<file path="src/rtl/ogr_result_buffer.sv">
// ---------------------------------------------------------------------------
// ogr_result_buffer
//
// Collects candidate Golomb rulers from the search engine. Every ruler that
// ties the shortest length seen so far is kept (MODE 0). In MODE 1 every
// accepted ruler is kept. After the search reports done, the stored rulers
// are streamed to the host one mark per beat.
//
// Ports
//   clock, RESET_IN        : clock, synchronous active-high reset
//   in_ruler/in_valid      : candidate ruler (mark 0 in the MSBs)
//   in_ready               : high while collecting
//   search_done            : pulse, collection ends
//   rd_start               : pulse, begin a readout stream
//   out_mark/out_valid     : streamed mark and its qualifier
//   out_ready              : host accepts the beat
//   out_last               : final mark of the final stored ruler
//   rd_done                : one-cycle pulse after a stream completes
//   best_len               : last mark of the best ruler so far
//   num_stored             : occupied slots
//   numResultsObserved     : saturating count of matching accepted rulers
//   overflow               : sticky, a qualifying ruler found no free slot
//   done                   : high once collection has ended
//   dbg_state_o            : FSM state (0 COLLECT, 1 READY, 2 STREAM)
//
// Handshake: a beat transfers on a rising edge where out_valid && out_ready;
// out_mark/out_valid stay unchanged while out_ready is low. A candidate is
// taken on an edge where in_valid && in_ready.
// ---------------------------------------------------------------------------
module ogr_result_buffer #(
    parameter int NUM_MARKS = 6,
    parameter int POS_W     = 9,
    parameter int DEPTH     = 4,
    parameter int CNT_W     = 6,
    parameter int MODE      = 0
) (
    input  logic                          clock,
    input  logic                          RESET_IN,
    input  logic [NUM_MARKS*POS_W-1:0]    in_ruler,
    input  logic                          in_valid,
    output logic                          in_ready,
    input  logic                          search_done,
    input  logic                          rd_start,
    output logic [POS_W-1:0]              out_mark,
    output logic                          out_valid,
    input  logic                          out_ready,
    output logic                          out_last,
    output logic                          rd_done,
    output logic [POS_W-1:0]              best_len,
    output logic [$clog2(DEPTH+1)-1:0]    num_stored,
    output logic [CNT_W-1:0]              numResultsObserved,
    output logic                          overflow,
    output logic                          done,
    output logic [1:0]                    dbg_state_o
);

    localparam int RW   = NUM_MARKS * POS_W;
    localparam int NS_W = $clog2(DEPTH + 1);
    localparam int SI_W = (DEPTH > 1) ? $clog2(DEPTH) : 1;
    localparam int MI_W = (NUM_MARKS > 1) ? $clog2(NUM_MARKS) : 1;

    typedef enum logic [1:0] {
        S_COLLECT = 2'd0,
        S_READY   = 2'd1,
        S_STREAM  = 2'd2
    } state_e;

    state_e            state_q, state_d;
    logic [RW-1:0]     slots_q [DEPTH];
    logic [POS_W-1:0]  best_len_q, best_len_d;
    logic [NS_W-1:0]   num_stored_q, num_stored_d;
    logic [CNT_W-1:0]  obs_q, obs_d;
    logic              overflow_q, overflow_d;
    logic              rd_done_q, rd_done_d;
    logic [SI_W-1:0]   slot_idx_q, slot_idx_d;
    logic [MI_W-1:0]   mark_idx_q, mark_idx_d;

    logic              accept;
    logic [POS_W-1:0]  cand_len;
    logic              has_space;
    logic              beat;
    logic              last_beat;
    logic [CNT_W-1:0]  obs_inc;
    logic              wr_en;
    logic              clr_slots;
    logic [SI_W-1:0]   wr_idx;
    logic [RW-1:0]     slot_word;

    assign accept    = (state_q == S_COLLECT) && in_valid;
    assign cand_len  = in_ruler[POS_W-1:0];
    assign has_space = num_stored_q < NS_W'(DEPTH);
    // out_valid is exactly "in STREAM", so a handshake only needs out_ready.
    assign beat      = (state_q == S_STREAM) && out_ready;
    assign last_beat = (mark_idx_q == MI_W'(NUM_MARKS - 1)) &&
                       ((NS_W'(slot_idx_q) + NS_W'(1)) == num_stored_q);
    assign obs_inc   = (obs_q == {CNT_W{1'b1}}) ? obs_q : obs_q + CNT_W'(1);
    assign slot_word = slots_q[slot_idx_q];

    // ---------------- state register ----------------
    always_ff @(posedge clock) begin
        if (RESET_IN) begin
            state_q      <= S_COLLECT;
            best_len_q   <= '1;
            num_stored_q <= '0;
            obs_q        <= '0;
            overflow_q   <= 1'b0;
            rd_done_q    <= 1'b0;
            slot_idx_q   <= '0;
            mark_idx_q   <= '0;
        end else begin
            state_q      <= state_d;
            best_len_q   <= best_len_d;
            num_stored_q <= num_stored_d;
            obs_q        <= obs_d;
            overflow_q   <= overflow_d;
            rd_done_q    <= rd_done_d;
            slot_idx_q   <= slot_idx_d;
            mark_idx_q   <= mark_idx_d;
        end
    end

    // Slot storage; a new best first wipes every slot, then lands in slot 0.
    always_ff @(posedge clock) begin
        if (RESET_IN) begin
            for (int i = 0; i < DEPTH; i++) slots_q[i] <= '0;
        end else begin
            if (clr_slots) begin
                for (int i = 0; i < DEPTH; i++) slots_q[i] <= '0;
            end
            if (wr_en) slots_q[wr_idx] <= in_ruler;
        end
    end

    // ---------------- next-state logic ----------------
    always_comb begin
        state_d = state_q;
        case (state_q)
            S_COLLECT: if (search_done) state_d = S_READY;
            S_READY:   if (rd_start && (num_stored_q != '0)) state_d = S_STREAM;
            S_STREAM:  if (beat && last_beat) state_d = S_READY;
            default:   state_d = S_COLLECT;
        endcase
    end

    // Collection and readout datapath.
    always_comb begin
        best_len_d   = best_len_q;
        num_stored_d = num_stored_q;
        obs_d        = obs_q;
        overflow_d   = overflow_q;
        rd_done_d    = 1'b0;
        slot_idx_d   = slot_idx_q;
        mark_idx_d   = mark_idx_q;
        wr_en        = 1'b0;
        clr_slots    = 1'b0;
        wr_idx       = SI_W'(num_stored_q);

        if (accept) begin
            if (MODE == 0) begin
                if (cand_len < best_len_q) begin
                    clr_slots    = 1'b1;
                    wr_en        = 1'b1;
                    wr_idx       = '0;
                    num_stored_d = NS_W'(1);
                    obs_d        = CNT_W'(1);
                    best_len_d   = cand_len;
                    overflow_d   = 1'b0;
                end else if (cand_len == best_len_q) begin
                    if (has_space) begin
                        wr_en        = 1'b1;
                        num_stored_d = num_stored_q + NS_W'(1);
                    end else begin
                        overflow_d = 1'b1;
                    end
                    obs_d = obs_inc;
                end
            end else begin
                obs_d = obs_inc;
                if (has_space) begin
                    wr_en        = 1'b1;
                    num_stored_d = num_stored_q + NS_W'(1);
                end else begin
                    overflow_d = 1'b1;
                end
                if (cand_len < best_len_q) best_len_d = cand_len;
            end
        end

        if ((state_q == S_READY) && rd_start) begin
            if (num_stored_q == '0) begin
                rd_done_d = 1'b1;
            end else begin
                slot_idx_d = '0;
                mark_idx_d = '0;
            end
        end

        if (beat) begin
            if (last_beat) begin
                rd_done_d = 1'b1;
            end else if (mark_idx_q == MI_W'(NUM_MARKS - 1)) begin
                mark_idx_d = '0;
                slot_idx_d = slot_idx_q + SI_W'(1);
            end else begin
                mark_idx_d = mark_idx_q + MI_W'(1);
            end
        end
    end

    // ---------------- output logic ----------------
    always_comb begin
        in_ready           = (state_q == S_COLLECT);
        done               = (state_q != S_COLLECT);
        out_valid          = (state_q == S_STREAM);
        out_last           = (state_q == S_STREAM) && last_beat;
        out_mark           = '0;
        if (state_q == S_STREAM) begin
            for (int m = 0; m < NUM_MARKS; m++) begin
                if (mark_idx_q == MI_W'(m)) out_mark = slot_word[(NUM_MARKS-1-m)*POS_W +: POS_W];
            end
        end
        rd_done            = rd_done_q;
        best_len           = best_len_q;
        num_stored         = num_stored_q;
        numResultsObserved = obs_q;
        overflow           = overflow_q;
        dbg_state_o        = state_q;
    end

endmodule

</file>
<file path="config.mk">
export PLATFORM = sky130hd
export DESIGN_NAME = ogr_result_buffer
export DESIGN_NICKNAME = d
export VERILOG_FILES = /design/src/rtl/ogr_result_buffer.sv
export SDC_FILE = /design/constraint.sdc
export NUM_CORES = 1
export LEC_CHECK = 0
export ABC_CLOCK_PERIOD_IN_PS = 6600
export CAP_MARGIN = 20
export CORE_ASPECT_RATIO = 0.8
export CORE_MARGIN = 2
export CORE_UTILIZATION = 50
export CTS_CLUSTER_DIAMETER = 60
export DETAILED_ROUTE_END_ITERATION = 8
export PLACE_DENSITY = 0.84
export SLEW_MARGIN = 10
export SYNTH_ARGS = -nofsm -noshare
export SYNTH_HDL_FRONTEND = slang
export SYNTH_SLANG_ARGS = --single-unit
export TNS_END_PERCENT = 50
</file>
<file path="constraint.sdc">
create_clock -name clock -period 6.6 [get_ports clock]
set_input_delay 1.32 -clock clock [delete_from_list [all_inputs] [get_ports clock]]
set_output_delay 1.32 -clock clock [all_outputs]
set_load 0.05 [all_outputs]
</file>
; ---- Word level (Yosys, flattened, before mapping)
; Memories as Yosys holds them, arrays and structs flattened. A register that Yosys moved wholly into a read port is not among the register bits.
; Index checks and enable logic that the tools add are counted.
[word_totals]
reg_bits = 27
ram_bits = 216
inputBits = 60
elab_cells = 109
mem_count = 1
[memory_table]
columns = name, words, word_bits, read_ports, rd_clocked_by_memory_dff, wr, line_no
row1 = slots_q, 4, 54, 1, 1, 5, 69  ; logic [RW-1:0] slots_q [DEPTH];
[op_classes]
n_addsub = 5
n_lt_le_gt_ge = 2
eq_ne = 15
mux = 55
bitwise_logic = 4
n_reduce_logical = 19
[op_table]
columns = operator, n
row1 = two-way mux 54 bit, 4
row2 = two-way mux 9 bit, 7
row3 = two-way mux 3 bit, 8
row4 = two-way mux 2 bit, 11
row5 = two-way mux 1 bit, 21
row6 = two-way mux 6 bit, 3
row7 = AND reduction 3 bit, 4
row8 = equality test 9 bit, 1
row9 = less-than comparator 9 bit, 1
row10 = != test 2 x 1 -> 1 bit (second input constant), 4
row11 = logical AND 1 bit, 7
row12 = adder 3 x 1 -> 3 bit (second input constant), 2
row13 = adder 6 x 1 -> 6 bit (second input constant), 1
row14 = equality test 3 x 2 -> 1 bit (second input constant), 2
row15 = equality test 3 bit (second input constant), 2
row16 = equality test 6 bit (second input constant), 1
row17 = zero test 3 bit, 2
row18 = one-hot mux 2 bit (3 select lines), 1
row19 = nonzero test 2 bit, 3
row20 = bitwise OR 1 bit, 4
row21 = adder 2 x 1 -> 3 bit (second input constant), 1
row22 = equality test 3 x 1 -> 1 bit (second input constant), 1
row23 = equality test 3 bit, 1
row24 = less-than comparator 3 bit (second input constant), 1
row25 = other kinds (7), 7

; ---- Logic depth before layout (Yosys ltp)
; Gate-level depths: netlist (run 1).
[logic_depth]
word_depth = 8
mapped_depth = 8
depth_no_buf = 7

; ---- Worst setup path after synthesis (run 1)
; No wires, ideal clock.
[synth_timing]
path_kind = input-to-reg
startpoint = in in_ruler[8]
endpoint = mem slots_q[2][0] (netlist bit) (enable)
setup_ps = 546
t_arrival_ps = 6458
required_ps = 6054
setup_slack_ps = -404
path_stages = 5
n_path_buf = 0
cell_sequence = ha_1 -> nand4_1 -> nor4_4 -> nand2_4 -> o31ai_1
[synth_rtl]
columns = element, line_no
row1 = from (decl), 39  ; input logic [NUM_MARKS*POS_W-1:0] in_ruler,
row2 = to (decl), 69

==> flow_summary.ini, run 1 <==
[timing]
drv_slew = 0
min_period_ns = 5.326
finalHoldViolCount = 0
max_freq_mhz = 187.8
slew_headroom = 0.3348
setup_total_negative_slack_ns = 0
worst_pin_slew_ns = 0.9978
whs_ns = 0.5151
final.setup.worst_slack_ns = 1.274
setup_viol = 0
fin_skew_ns = 0.007274
rsz0062_at_grt = no
period_share = 0.8069

[routing]
top_layer = met4
route.vias.total = 7489
dr_wl_met3_mm = 2.178
routed_wl_mm = 27.57
routedWlPerCell_um = 21.86
via_per_inst = 5.939
met1_length_mm = 11.47
drt_iter0_drc = 679
firstDrtPassIters = 5
route.detailed.drc = 0
ant_nets = 0
dr_wl_met2_mm = 13.24

[clock_network]
clock-sinks = 243
cts_buffer_depth = 3
cts_tree = built
clock_latency_ns = 0.52
cts.clk_slew.worst_paths_ns = 0.06
cts_resized = 0
hold_buffers = 0
cts_buffers = 25
cts-root-buf = clkbuf_16
cts-htree-levels = 1
postCtsSetupBuffers = 0

[floorplanning]
die_h_um = 139.7
pin_count = 95
initial_utilization = 0.5101
die_width_um = 173.6
die_area_sq_mm = 0.02425
fp.coreArea_sq_mm = 0.02256
row_count = 49

[worst_hold_path]
hold_class = reg2reg
whs_path_depth = 2

[layout]
nFillCells = 1737
final_common_cell = edfxtp_1
multi_input_area_sq_mm = 0.004238
final-seq-area_sq_mm = 0.007030
nets = 1011
fin_cells = 1261
antenna-diode-count = 0
area_delta_synth_final_pct = 18.70
final_cell_mix = edfxtp_1 (216), and2_1 (117), clkdlybuf4s50_1 (93)
drive_above_1_share = 0.1455
fin_util = 0.6055
final_area_sq_mm = 0.01366

[grt]
track_usage = 0.2286
grt_pass1_wl_mm = 43.01
grt_max_degree = 66
antenna_found_initial = 0
grt_pass1_vias = 7664
grt_overflow = 0

[placed_design]
detailed_place_hpwl_mm = 16.60
dpl_cell_area_sq_mm = 0.01275
dp_slack_ns = 1.488
io_buffers = 94
place_congestion = 0.8715
placed_cells = 1216

[synthesis]
syn_area_per_cell_sq_um = 13.44
yosys_warnings = 0
syn-instance-count = 856
syn_area_sq_mm = 0.01151
yosys.cell_types.count = 56
ys.flop_type = edfxtp_1
synth-edff-count = 216
synth_nets = 930
synth-seq-cells = 243
async_flop_share = 0
yosysSeqAreaShare = 0.6106

[critical_path]
crit_chain = mux2i_1 > o22a_1 > o21ai_0 > nor4_1 > o21ai_0 > clkdlybuf4s50_1
crit_path_start_kind = flop
required_ns = 5.28
path_common_cell = o21ai_0
cp_top_family = flip-flops
max_stage_delay_ns = 0.99
worst-path-stages = 6
cp-end-kind = output port
crit_type = reg2out
slowest_stage = dfxtp_4
rr_worst_depth = 7
cp_max_fo = 55
cp.arrival_ns = 4.01
path_buf_inv = 1

[pwr]
total_power_mw = 3.760
leakage_nw = 4.716
power.density_mw_per_mm2 = 275.3
peakVddDrop_mv = 0.1984

[status]
status = finished, final reports clean

[run]
max_cap_viol_count = 0
power breakdown:
part / internal [mW] / switching [mW]
clock network: 0.987 / 0.571
registers: 1.81 / 0.0428
logic: 0.122 / 0.227
path summary, 6_finish.rpt:
| path | start | end | slack (ns) |
|---|---|---|---|
| hold reg to reg | overflow$_SDFFE_PP0P_ | overflow$_SDFFE_PP0P_ | 0.52 |
| hold / removal | overflow$_SDFFE_PP0P_ | overflow$_SDFFE_PP0P_ | 0.52 |
| setup reg to reg | best_len[8]$_SDFFE_PP1P_ | slots_q[0][44]$_SDFFCE_PN0P_ | 2.96 |
| setup / recovery | slot_idx_q[1]$_SDFF_PP0_ | out_mark[3] | 1.27 |
synthesized netlist by cell type, types with 3 or more instances:
cell type | number | area (sq um)
ha_1 | 14 | 175.2
o211ai_1 | 19 | 142.6
o22a_1 | 8 | 70.07
mux4_2 | 18 | 405.4
o22ai_1 | 11 | 68.82
xor2_1 | 3 | 26.28
nand4_1 | 5 | 31.28
o21ai_0 | 20 | 100.1
inv_1 | 16 | 60.06
a21oi_1 | 14 | 70.07
nand3_1 | 30 | 150.1
nor4_1 | 9 | 56.30
clkbuf_2 | 15 | 75.07
buf_2 | 11 | 55.05
clkbuf_1 | 25 | 93.84
xnor2_1 | 5 | 43.79
nor3_1 | 5 | 25.02
edfxtp_1 | 216 | 6486
mux2i_1 | 72 | 720.7
nand2b_1 | 3 | 18.77
dfxtp_1 | 27 | 540.5
and2_2 | 48 | 360.4
nor2_1 | 26 | 97.59
nand2_1 | 16 | 60.06
buf_1 | 3 | 11.26
and2_1 | 117 | 732.0
a22oi_1 | 9 | 67.56
nor3b_1 | 54 | 405.4
routing by layer:
layer,GRT usage,vias to the layer above
li1,-,3354
met1,0.3152,3715
met2,0.3731,362
met3,0.04344,58
met4,0.06634,0
met5,0,-
cell type report:
cell class | count | area share
flip-flops and latches | 243 | 0.5147
multi-input cells | 543 | 0.3102
repair buffers | 108 | 0.07602
clock buffers | 37 | 0.05276
well taps | 306 | 0.02803
clock inverters | 8 | 0.01392
inverters | 16 | 0.004396
worst register-to-register path, stage by stage (launching register included):
cell      delay (ns)
dfxtp_1         0.35
inv_1           0.07
ha_1            0.32
nand4_1         0.24
or4_1           0.66
nor4_2          0.31
nand2b_2        0.86
buf_4           0.48
registers in the layout, summed over array words and instances (netlist names), 2 cells and up:
signal,cells
slots_q,216
numResultsObserved,6
mark_idx_q,3
dbg_state_o,2
num_stored,3
slot_idx_q,2
best_len,9
kinds of logic (layout without fill, tap and decap cells):
kind of cell / count (synthesis) / in the layout / share of synthesized area
AO/OA/AOI/OAI: 97 / 97 / 0.05980
XOR/XNOR: 8 / 8 / 0.006089
adder cells (fa/ha/maj): 14 / 14 / 0.01522
buffers and inverters: 70 / 169 / 0.02566
flip-flops: 243 / 243 / 0.6106
multiplexers: 91 / 91 / 0.09883
AND/OR/NAND/NOR: 333 / 333 / 0.1838
Note: power is estimated with default switching activity, not from simulation.
==> run 2, diff against run 1 <==
ABC_CLOCK_PERIOD_IN_PS = 5010   (was 6600)
PLACE_DENSITY = 0.81   (was 0.84)
clock period = 5.01 ns   (was 6.6 ns; I/O delays follow)
==> flow_summary.ini, run 2 (synthesis results as in run 1) <==
[placed_design]
dpl_cell_area_sq_mm = 0.01279
place_congestion = 0.8521
placed_cells = 1224
detailed_place_hpwl_mm = 16.47
io_buffers = 94

[clock_network]
cts_buffer_depth = 3
cts-root-buf = clkbuf_16
cts_resized = 0
cts-htree-levels = 1
cts_buffers = 24
hold_buffers = 0
clock-sinks = 243
postCtsSetupBuffers = 0
cts_tree = built
cts.clk_slew.worst_paths_ns = 0.06
clock_latency_ns = 0.52

[critical_path]
crit_chain = buf_4 > or4b_2 > o22ai_1 > nor4_1 > o21ai_0 > clkdlybuf4s50_1
cp_max_fo = 14
crit_path_start_kind = flop
rr_worst_depth = 8
required_ns = 4.01
worstReg2RegStart = best_len[8]$_SDFFE_PP1P_
max_stage_delay_ns = 0.88
cp-startpoint = slot_idx_q[0]$_SDFF_PP0_
cp.arrival_ns = 3.45
crit_type = reg2out
cp-end-kind = output port
slowest_stage = clkdlybuf4s50_1

[layout]
fin_cells = 1268
nFillCells = 1775
antenna-diode-count = 0
area_delta_synth_final_pct = 18.41
final_area_sq_mm = 0.01363
final_common_cell = edfxtp_1
largest_register_ff_count = 216
final_cell_mix = edfxtp_1 (216), and2_1 (117), clkdlybuf4s50_1 (85)
final-seq-area_sq_mm = 0.007030
drive_above_1_share = 0.1653
regMostFlops = slots_q
multi_input_area_sq_mm = 0.004238
nets = 1018

[grt]
antenna_found_initial = 0
grt_max_degree = 65
track_usage = 0.2234
grt_overflow = 0
grt_pass1_vias = 7423
grt_pass1_wl_mm = 41.86

[timing]
drv_slew = 0
max_freq_mhz = 224.5
period_share = 0.8889
finalHoldViolCount = 0
setup_viol = 0
min_period_ns = 4.454
worst_pin_slew_ns = 0.8953
slew_headroom = 0.3976
fin_skew_ns = 0.01497
rsz0062_at_grt = no

[routing]
drt_iter0_drc = 630
firstDrtPassIters = 5
route.detailed.drc = 0
via_per_inst = 5.862
routedWlPerCell_um = 21.31
ant_nets = 0
routed_wl_mm = 27.02
route.vias.total = 7433

[floorplanning]
die_width_um = 173.6
die_h_um = 139.7
pin_count = 95
fp.coreArea_sq_mm = 0.02256
die_area_sq_mm = 0.02425
initial_utilization = 0.5101
row_count = 49

[run]
max_cap_viol_count = 0

[pwr]
leakage_nw = 4.725
p_sw_frac = 0.2337
comb_power_share = 0.096
clkPwrFrac = 0.394
power.density_mw_per_mm2 = 351.0
power_switching_mw = 1.118
p_int_mw = 3.666
pwr-share-seq = 0.509
peakVddDrop_mv = 0.2613

[worst_hold_path]
hold_path.startpoint = overflow$_SDFFE_PP0P_
hold_class = reg2reg
whs_path_depth = 2

[status]
status = finished, final reports clean
==> run 2: worst paths after layout <==
| path | to | slack (ns) |
|---|---|---|
| setup / recovery | out_mark[7] | 0.56 |
| hold / removal | overflow$_SDFFE_PP0P_ | 0.50 |
| setup reg to reg | slots_q[2][39]$_SDFFCE_PN0P_ | 1.68 |
| hold reg to reg | overflow$_SDFFE_PP0P_ | 0.50 |
==> run 2: metrics by stage <==
step,utilization,setup slack (ns),hold slack (ns),setup TNS [ns],total power [mW]
after global placement,0.5670,0.6616,0.4525,0,2.919
after global routing,0.6040,0.4689,0.5668,0,4.930
after floorplan,-,-1.676,0.5327,-181.03,2.733
after detailed placement,0.5670,0.5228,0.4929,0,2.938
after CTS,0.6040,0.5166,0.5072,0,4.810
final,0.6040,0.5564,0.5001,0,4.784
==> run 2: power groups by stage <==
stage | Clock [mW] | Combinational, mW | Sequential, mW
floorplan | 0 | 0.222 | 2.51
global placement | 0 | 0.450 | 2.47
detailed placement | 0 | 0.459 | 2.48
CTS | 1.91 | 0.462 | 2.44
global route | 1.99 | 0.493 | 2.45
finish | 1.89 | 0.461 | 2.44
==> run 2: cell type report <==
type / count / share of cell area
Tap cell: 306 / 0.02810
Inverter: 16 / 0.004407
Timing Repair Buffer: 116 / 0.07933
Clock inverter: 18 / 0.01506
Sequential cell: 243 / 0.5159
Multi-Input combinational cell: 543 / 0.3110
Clock buffer: 26 / 0.04619
==> run 2: layer usage <==
layer	wire length, um	part of all wire	track usage
met5	0	0	0
met4	480	0.018	0.04423
met3	1920	0.071	0.03169
met2	13080	0.48	0.3762
met1	11540	0.43	0.3135
==> run 2: worst max-delay path, delay by kind of cell, from the launching register on <==
| kind | cells | cell delay (ns) |
|---|---|---|
| buffers and inverters | 2 | 1.13 |
| AND/OR/NAND/NOR | 2 | 0.89 |
| AO/OA/AOI/OAI | 2 | 0.58 |
| flip-flops | 1 | 0.33 |
